## config.mk

```make
export PLATFORM = sky130hd
export DESIGN_NAME = serial_tx_flat
export DESIGN_NICKNAME = d
export VERILOG_FILES = /design/src/rtl/serial_tx_if.sv /design/src/rtl/serial_tx.sv /design/src/flat_wrapper.sv
export SDC_FILE = /design/constraint.sdc
export NUM_CORES = 1
export LEC_CHECK = 0
export ABC_CLOCK_PERIOD_IN_PS = 1500
export CORE_MARGIN = 1.5
export CORE_UTILIZATION = 47
export DETAILED_ROUTE_END_ITERATION = 16
export GPL_TIMING_DRIVEN = 0
export PLACE_DENSITY_LB_ADDON = 0.25
export SETUP_SLACK_MARGIN = 0.02
export SKIP_LAST_GASP = 1
export SLEW_MARGIN = 10
export SYNTH_ARGS = -nofsm -noshare
export SYNTH_HDL_FRONTEND = slang
export SYNTH_SLANG_ARGS = --single-unit
```

## constraint.sdc

```tcl
create_clock -name clk -period 1.5 [get_ports clk]
set_input_delay 0.225 -clock clk [delete_from_list [all_inputs] [get_ports clk]]
set_output_delay 0.225 -clock clk [all_outputs]
set_load 0.1 [all_outputs]
```

## src/rtl/serial_tx_if.sv

```systemverilog
// serial_tx_if: word handshake between a producer and the serial transmitter.
// The producer drives a word and its bit order with valid. The transmitter
// answers with ready. A word is taken on a rising edge where valid and ready
// are both high.
interface serial_tx_if #(
  parameter int N = 8
);
  logic [N-1:0] din;    // parallel word to transmit
  logic         dir;    // 0 = LSB-first, 1 = MSB-first
  logic         valid;  // producer has a word on din/dir
  logic         ready;  // transmitter can accept a word this cycle

  // Producer side (control FSM, FIFO, testbench).
  modport master (
    output din,
    output dir,
    output valid,
    input  ready
  );

  // Transmitter side.
  modport slave (
    input  din,
    input  dir,
    input  valid,
    output ready
  );
endinterface

```

## src/rtl/serial_tx.sv

```systemverilog
// serial_tx: parallel-in, serial-out transmitter.
// A word accepted over the valid/ready handshake is shifted out on sout,
// one bit every DIV clocks, either LSB-first or MSB-first. frame is high
// while the word's bits are on the line. done pulses for one cycle after
// the last bit period. Every word is followed by at least one idle cycle.
// All outputs are registered. ready is high exactly in IDLE.
module serial_tx #(
  parameter int N   = 8,  // word width in bits, N >= 2
  parameter int DIV = 4   // clocks per serial bit, DIV >= 1
) (
  input  logic       clk,
  input  logic       reset,  // synchronous, active-high
  serial_tx_if.slave bus,
  output logic       sout,
  output logic       frame,
  output logic       done
);

  localparam int DCW = (DIV > 1) ? $clog2(DIV) : 1;
  localparam int BCW = $clog2(N);

  localparam logic [DCW-1:0] DIV_LAST = DCW'(DIV - 1);
  localparam logic [BCW-1:0] BIT_LAST = BCW'(N - 1);

  typedef enum logic {
    IDLE  = 1'b0,
    SHIFT = 1'b1
  } state_t;

  state_t         state;
  logic [N-1:0]   shreg;      // copy of the word, consumed one bit per shift
  logic [N-1:0]   shreg_nxt;  // register contents after the next shift
  logic           order;      // bit order latched with the word
  logic [BCW-1:0] bitcnt;     // index of the bit now on sout
  logic [DCW-1:0] divcnt;     // clocks spent on the current bit
  logic           ready_q;

  assign bus.ready = ready_q;

  // Next shift register value: right shift for LSB-first, left for MSB-first,
  // zero fill. The bit that lands at the output end is the next one to send.
  always_comb begin
    shreg_nxt = order ? (shreg << 1) : (shreg >> 1);
  end

  // Control FSM, datapath and registered outputs.
  // NOTE: every register here uses a non-blocking assignment. All right-hand
  // sides then see values from before the edge, so statement order does not
  // matter and simulation agrees with the synthesized flops.
  always_ff @(posedge clk) begin
    if (reset) begin
      state   <= IDLE;
      shreg   <= '0;
      order   <= 1'b0;
      bitcnt  <= '0;
      divcnt  <= '0;
      sout    <= 1'b0;
      frame   <= 1'b0;
      done    <= 1'b0;
      ready_q <= 1'b1;
    end else begin
      // done is a single-cycle strobe; only the final bit period raises it.
      done <= 1'b0;

      case (state)
        IDLE: begin
          if (bus.valid && ready_q) begin
            shreg   <= bus.din;
            order   <= bus.dir;
            bitcnt  <= '0;
            divcnt  <= '0;
            // The first bit goes on the line at the accepting edge.
            sout    <= bus.dir ? bus.din[N-1] : bus.din[0];
            frame   <= 1'b1;
            ready_q <= 1'b0;
            state   <= SHIFT;
          end
        end

        SHIFT: begin
          if (divcnt != DIV_LAST) begin
            // Hold the current bit for another clock.
            divcnt <= divcnt + 1'b1;
          end else if (bitcnt != BIT_LAST) begin
            // Bit period over, more bits left: advance to the next bit.
            shreg  <= shreg_nxt;
            sout   <= order ? shreg_nxt[N-1] : shreg_nxt[0];
            bitcnt <= bitcnt + 1'b1;
            divcnt <= '0;
          end else begin
            // Last bit period over: close the frame and strobe done.
            // ready returns in the same cycle, so a waiting word is taken at
            // the next edge and the line idles for exactly one cycle.
            state   <= IDLE;
            frame   <= 1'b0;
            sout    <= 1'b0;
            done    <= 1'b1;
            ready_q <= 1'b1;
            bitcnt  <= '0;
            divcnt  <= '0;
          end
        end

        default: begin
          state   <= IDLE;
          frame   <= 1'b0;
          sout    <= 1'b0;
          ready_q <= 1'b1;
        end
      endcase
    end
  end

endmodule

```

## src/flat_wrapper.sv

```systemverilog
// flat-port wrapper written by rule: the top's interface ports become plain ports
module serial_tx_flat 
#(
  parameter int N   = 8,                               
  parameter int DIV = 4                                     
)
  (clk, reset, sout, frame, done, bus_din, bus_dir, bus_valid, bus_ready);
  serial_tx_if #(.N(N)) bus_i ();
  input  logic clk;
  input  logic reset;
  output logic sout;
  output logic frame;
  output logic done;
  input wire logic [$bits(bus_i.din)-1:0] bus_din;
  input wire logic [$bits(bus_i.dir)-1:0] bus_dir;
  input wire logic [$bits(bus_i.valid)-1:0] bus_valid;
  output wire logic [$bits(bus_i.ready)-1:0] bus_ready;
  assign bus_i.din = bus_din;
  assign bus_i.dir = bus_dir;
  assign bus_i.valid = bus_valid;
  assign bus_ready = bus_i.ready;
  serial_tx #(.N(N), .DIV(DIV)) u_core (.clk(clk), .reset(reset), .bus(bus_i), .sout(sout), .frame(frame), .done(done));
endmodule
```

# Word level (Yosys, flattened, before mapping)
# Index checks and enable logic that the tools add are counted.
# W data, S select, Z words.
[op_classes]
add_sub_neg = 2
eq_ne = 6
n_mux = 31
bitwise = 1
n_reduce_logical = 6
[ops]
columns = ["operator", "count"]
rows = [
  ["$mux W8", 4],
  ["$pmux W8 S2", 1],
  ["$mux W1", 15],
  ["$mux W3", 3],
  ["$ne A2 B2 Y1 const B", 4],
  ["$pmux W1 S2", 4],
  ["$pmux W3 S2", 1],
  ["$reduce_and A3 Y1", 2],
  ["$mux W2", 2],
  ["$pmux W2 S2", 1],
  ["$reduce_and A2 Y1", 2],
  ["$add A3 B1 Y3 const B", 1],
  ["$ne A3 B3 Y1 const B", 1],
  ["$reduce_or A3 Y1", 1],
  ["$add A2 B1 Y2 const B", 1],
  ["$ne A2 B1 Y1 const B", 1],
  ["$logic_and A1 B1 Y1", 1],
  ["$not A1 Y1", 1],
]
[totals]
register_bits = 19
out_inout_bits = 4
word_cells = 55

# Longest topological paths before layout
[depth]
ltp_word = 5
ltp_mapped = 6

# Least setup slack after synthesis
# No wires, ideal clock.
[synth_timing]
path_kind = "register to register"
from = "register u_core.ready_q (netlist: u_core.bus.ready)"
to = "register u_core.sout"
arrival_ns = 1.697
slack_ns = -0.317
path_stages_with_launch = 4
n_path_buf = 0
synth_period_minus_slack_ns = 1.817
path_cell_list = "dfxtp_1 -> and3b_1 -> a21oi_1 -> o31a_1"
[synth_between]
elab_chain_cells = 3
[synth_lines]
columns = ["item", "line_no", "text"]
rows = [
  ["start, declared", "serial_tx.sv:36", "logic ready_q;"],
  ["start signal, assigned", "serial_tx.sv:60", "ready_q <= 1'b1;"],
  ["start signal, assigned", "serial_tx.sv:75", "ready_q <= 1'b0;"],
  ["start signal, assigned", "serial_tx.sv:98", "ready_q <= 1'b1;"],
  ["$logic_and A1 B1 Y1", "serial_tx.sv:67", "if (bus.valid && ready_q) begin"],
  ["$ne A2 B1 Y1 (no source line)", "--", ""],
  ["$reduce_and A2 Y1 (no source line)", "--", ""],
  ["end signal, assigned", "serial_tx.sv:73", "sout <= bus.dir ? bus.din[N-1] : bus.din[0];"],
  ["end signal, assigned", "serial_tx.sv:87", "sout <= order ? shreg_nxt[N-1] : shreg_nxt[0];"],
  ["end, declared", "serial_tx.sv:14", "output logic sout,"],
]
# No other way between the ends.
# A chain may end at the register's enable or synchronous reset.

# Final worst setup path
[layout_timing]
from = "register u_core.bitcnt[1]"
to = "register u_core.shreg[7]"
[layout_between]
elab_chain_cells = 3
[layout_lines]
columns = ["item", "line_no", "text"]
rows = [
  ["start, declared", "serial_tx.sv:34", "logic [BCW-1:0] bitcnt;"],
  ["start signal, assigned", "serial_tx.sv:88", "bitcnt <= bitcnt + 1'b1;"],
  ["$ne A3 B3 Y1", "serial_tx.sv:84", "end else if (bitcnt != BIT_LAST) begin"],
  ["$ne A2 B2 Y1 (no source line)", "--", ""],
  ["$reduce_and A3 Y1 (no source line)", "--", ""],
  ["end signal, assigned", "serial_tx.sv:68", "shreg <= bus.din;"],
  ["end signal, assigned", "serial_tx.sv:86", "shreg <= shreg_nxt;"],
  ["end, declared", "serial_tx.sv:31", "logic [N-1:0] shreg;"],
]
# No other way between the ends.

==> out/qor.txt <==
post-route setup slack: 21.84 ps
global routing usage on met2: 0.3443
area share of the largest cell type after synthesis: 0.3606
CTS sink count: 19
DRT iter0 DRCs: 37
Post-DP HPWL: 1640 um
dominant synthesized flop cell: dfxtp_1
total number of yosys warnings: 0
critical path peak fanout: 7
max cap viols: 0
Distinct cells, synth: 31
WL final: 2383 um
Post-Syn Instances: 112
Mapped Area: 1055 sq um
register-to-register setup slack: 20 ps
fraction of registers with async set/reset: 0
cell with the most instances after synthesis: dfxtp_1
Reg2Reg Depth: 6
Crit Path Class: reg -> reg
syn_nets: 128
fin crit period: 1478 ps
post-DR wirelength/cell: 14.89 um
IO Pins: 16
critical path's top delay family: flip-flops
Peak VDD IR: 0.5383 mV
min-delay src: reset
Switching Power: 353.4 uW
CTS Buf Count: 3
Pleak: 0.0005193 uW
fin. max-slew vios: 0
Worst Setup End Kind: register
crit path buf inv count: 1
Via density: 5.881
width of the die: 50.37 um
initial antenna violation count: 0
routability cong.: 0.7683
first-pass GRT wire length: 3967 um
slowest CP cell: dfxtp_2
die area: 2537 sq um
area grow syn2layout: 23.61%
final setup vio count: 0
synthesis-stage register bit count: 19
Slew HR: 0.6399
core area: 2042 sq um
Min-Delay Path Depth: 2
H-tree depth: 1
top post-synthesis cells by area: dfxtp_1 36%, mux2i_1 7.6%, a21oi_1 5.7%
post-layout power: 1108 uW
via count: 941
worst slack, placed: -275.3 ps
logic gate share of total power: 0.248
Initial Util: 0.5165
unrepaired setup endpoints after global routing: true
Hold Path Class: in -> reg
Crit path largest cell delay: 350 ps
Sequential Power Share: 0.509
Die Height: 50.37 um
final period utilization: 0.9854
share of layout cells above drive strength 1: 0.2406
CP most frequent cell: ha_4
DRT antenna net count: 0
first-pass iteration count of the detailed router: 4
Worst Tran Pin Value: 542.7 ps
met1 global-route usage: 0.2607
met3 GRT Util: 0.03869
fill count: 187
CTS tree: yes
total gr overflow: 0
vias in the first global route: 849
ant diodes: 0
critical-path cell list: ha_4 > ha_4 > nand3b_4 > buf_6 > a221oi_1 > nor3_1
Syn Area/Cell: 9.418 sq um
EDFF count, synth: 0
DRC: 0
gr busiest metal: met2
Total GRT Usage: 0.2040
largest net degree at the start of global routing: 11
cell area power density: 850.0 nW/um^2
Clk pwr share: 0.243
crit path DAT: 1660 ps
Reg clk slew, reported paths: 120 ps
Clk Latency, worst-skew pair: 300 ps
Setup crit start kind: register
net switching fraction of the power: 0.3189
post-synthesis sequential area ratio: 0.3606
r2r startpoint: u_core.bitcnt[1]
Final Hold Fails: 0
Internal Power: 754.8 uW
Root Buffer: clkbuf_4
row cnt: 16
worst clock skew: 10.56 ps
Data required, critical path: 1690 ps
Final Net Count: 150
clk buf depth: 2
worst min-delay path endpoint: u_core.done
r2r endpoint: u_core.shreg[7]
Critical Path Source: u_core.bitcnt[1]
status: finished, final reports clean
CTS Hold Buffers Added: 0
Port Buffers: 14
fmax: 676.5 MHz
Commonest cells post-synth: 19 x dfxtp_1, 12 x a21oi_1, 11 x nor2_1
cell accounting for the most synthesized area: dfxtp_1
[layout make-up]
type | count | area (sq um) | share of cell area
multi-input cells | 82 | 610.6 | 0.4683
flip-flops and latches | 19 | 384.1 | 0.2946
repair buffers | 17 | 160.2 | 0.1228
plain buffers | 9 | 81.33 | 0.06238
well taps | 27 | 33.78 | 0.02591
clock buffers | 4 | 26.28 | 0.02015
inverters | 2 | 7.507 | 0.005758
[power by group through the flow]
stage,registers [uW],logic (uW),clock network (uW)
detailed placement,575,276,0
global route,569,295,294
CTS,564,275,267
finish,564,275,269
floorplan,626,144,0
global placement,574,270,0
[worst register-to-register path, delay by kind of cell, from the launching register on]
kind / cells / cell delay [ps]
AOI/OAI and AO/OA: 1 / 290
adders and majority gates: 2 / 320
buffers and inverters: 1 / 160
DFF: 1 / 350
and+or+nand+nor: 2 / 260
[cell families after synthesis]
kind of cell | synth area share
and+or+nand+nor | 0.2349
AOI/OAI and AO/OA | 0.1862
DFF | 0.3606
buffers and inverters | 0.08422
muxes | 0.08660
adders and majority gates | 0.04745
[worst max path at each step]
stage / end / slack [ps] / cells after the start
finish: u_core.shreg[7] / 20 / 6
global route: u_core.shreg[6] / -30 / 6
CTS: bus_ready / -30 / 1
detailed placement: bus_ready / -280 / 1
global placement: bus_ready / -270 / 1
floorplan: u_core.shreg[6] / 30 / 6
[layout by cell type, fill, tap and decap left out, drive strengths merged, types with 2 or more instances in the layout]
master	count
nand3	9
nand3b	2
nand2	5
a31oi	2
inv	2
a221o	6
a22oi	2
a21oi	12
clkbuf	6
clkdlybuf4s50	10
nor3	6
and3b	3
mux2i	8
buf	11
and3	2
nor2	11
dfxtp	19
ha	4
nand2b	2
a221oi	2
clkdlybuf4s15	2
[metrics by stage]
| step | util | setup TNS [ps] | instance area [sq um] | std cells | hold slack, ps |
|---|---|---|---|---|---|
| final | 0.6385 | 0 | 1304 | 160 | 328.7 |
| after detailed placement | 0.6036 | -1628 | 1232 | 153 | 479.8 |
| after global placement | 0.6036 | -1396 | 1232 | 153 | 468.0 |
| after CTS | 0.6385 | -33.54 | 1304 | 159 | 331.6 |
| after floorplan | - | 0 | 1059 | 112 | 361.0 |
| after global routing | 0.6385 | -71.06 | 1304 | 160 | 347.4 |
[state kept, by name, summed over array words and instances, names as in the netlist]
register          count
u_core.bitcnt         3
u_core.bus.ready      1
u_core.divcnt         2
u_core.done           1
u_core.frame          1
u_core.order          1
u_core.shreg          8
u_core.sout           1
u_core.state          1
[layer usage]
metal | vias up | part of all wire
li1 | 456 | -
met1 | 452 | 0.47
met2 | 28 | 0.46
met3 | 5 | 0.053
met4 | 0 | 0.014
met5 | - | 0
[timing repair]
action / in CTS / in global routing
buffers inserted: 2 / 1
endpoints found under the setup margin: 12 / 7
resized for setup: 17 / 3
pin swaps: 4 / 0
Note: power is estimated with default switching activity, not from simulation.
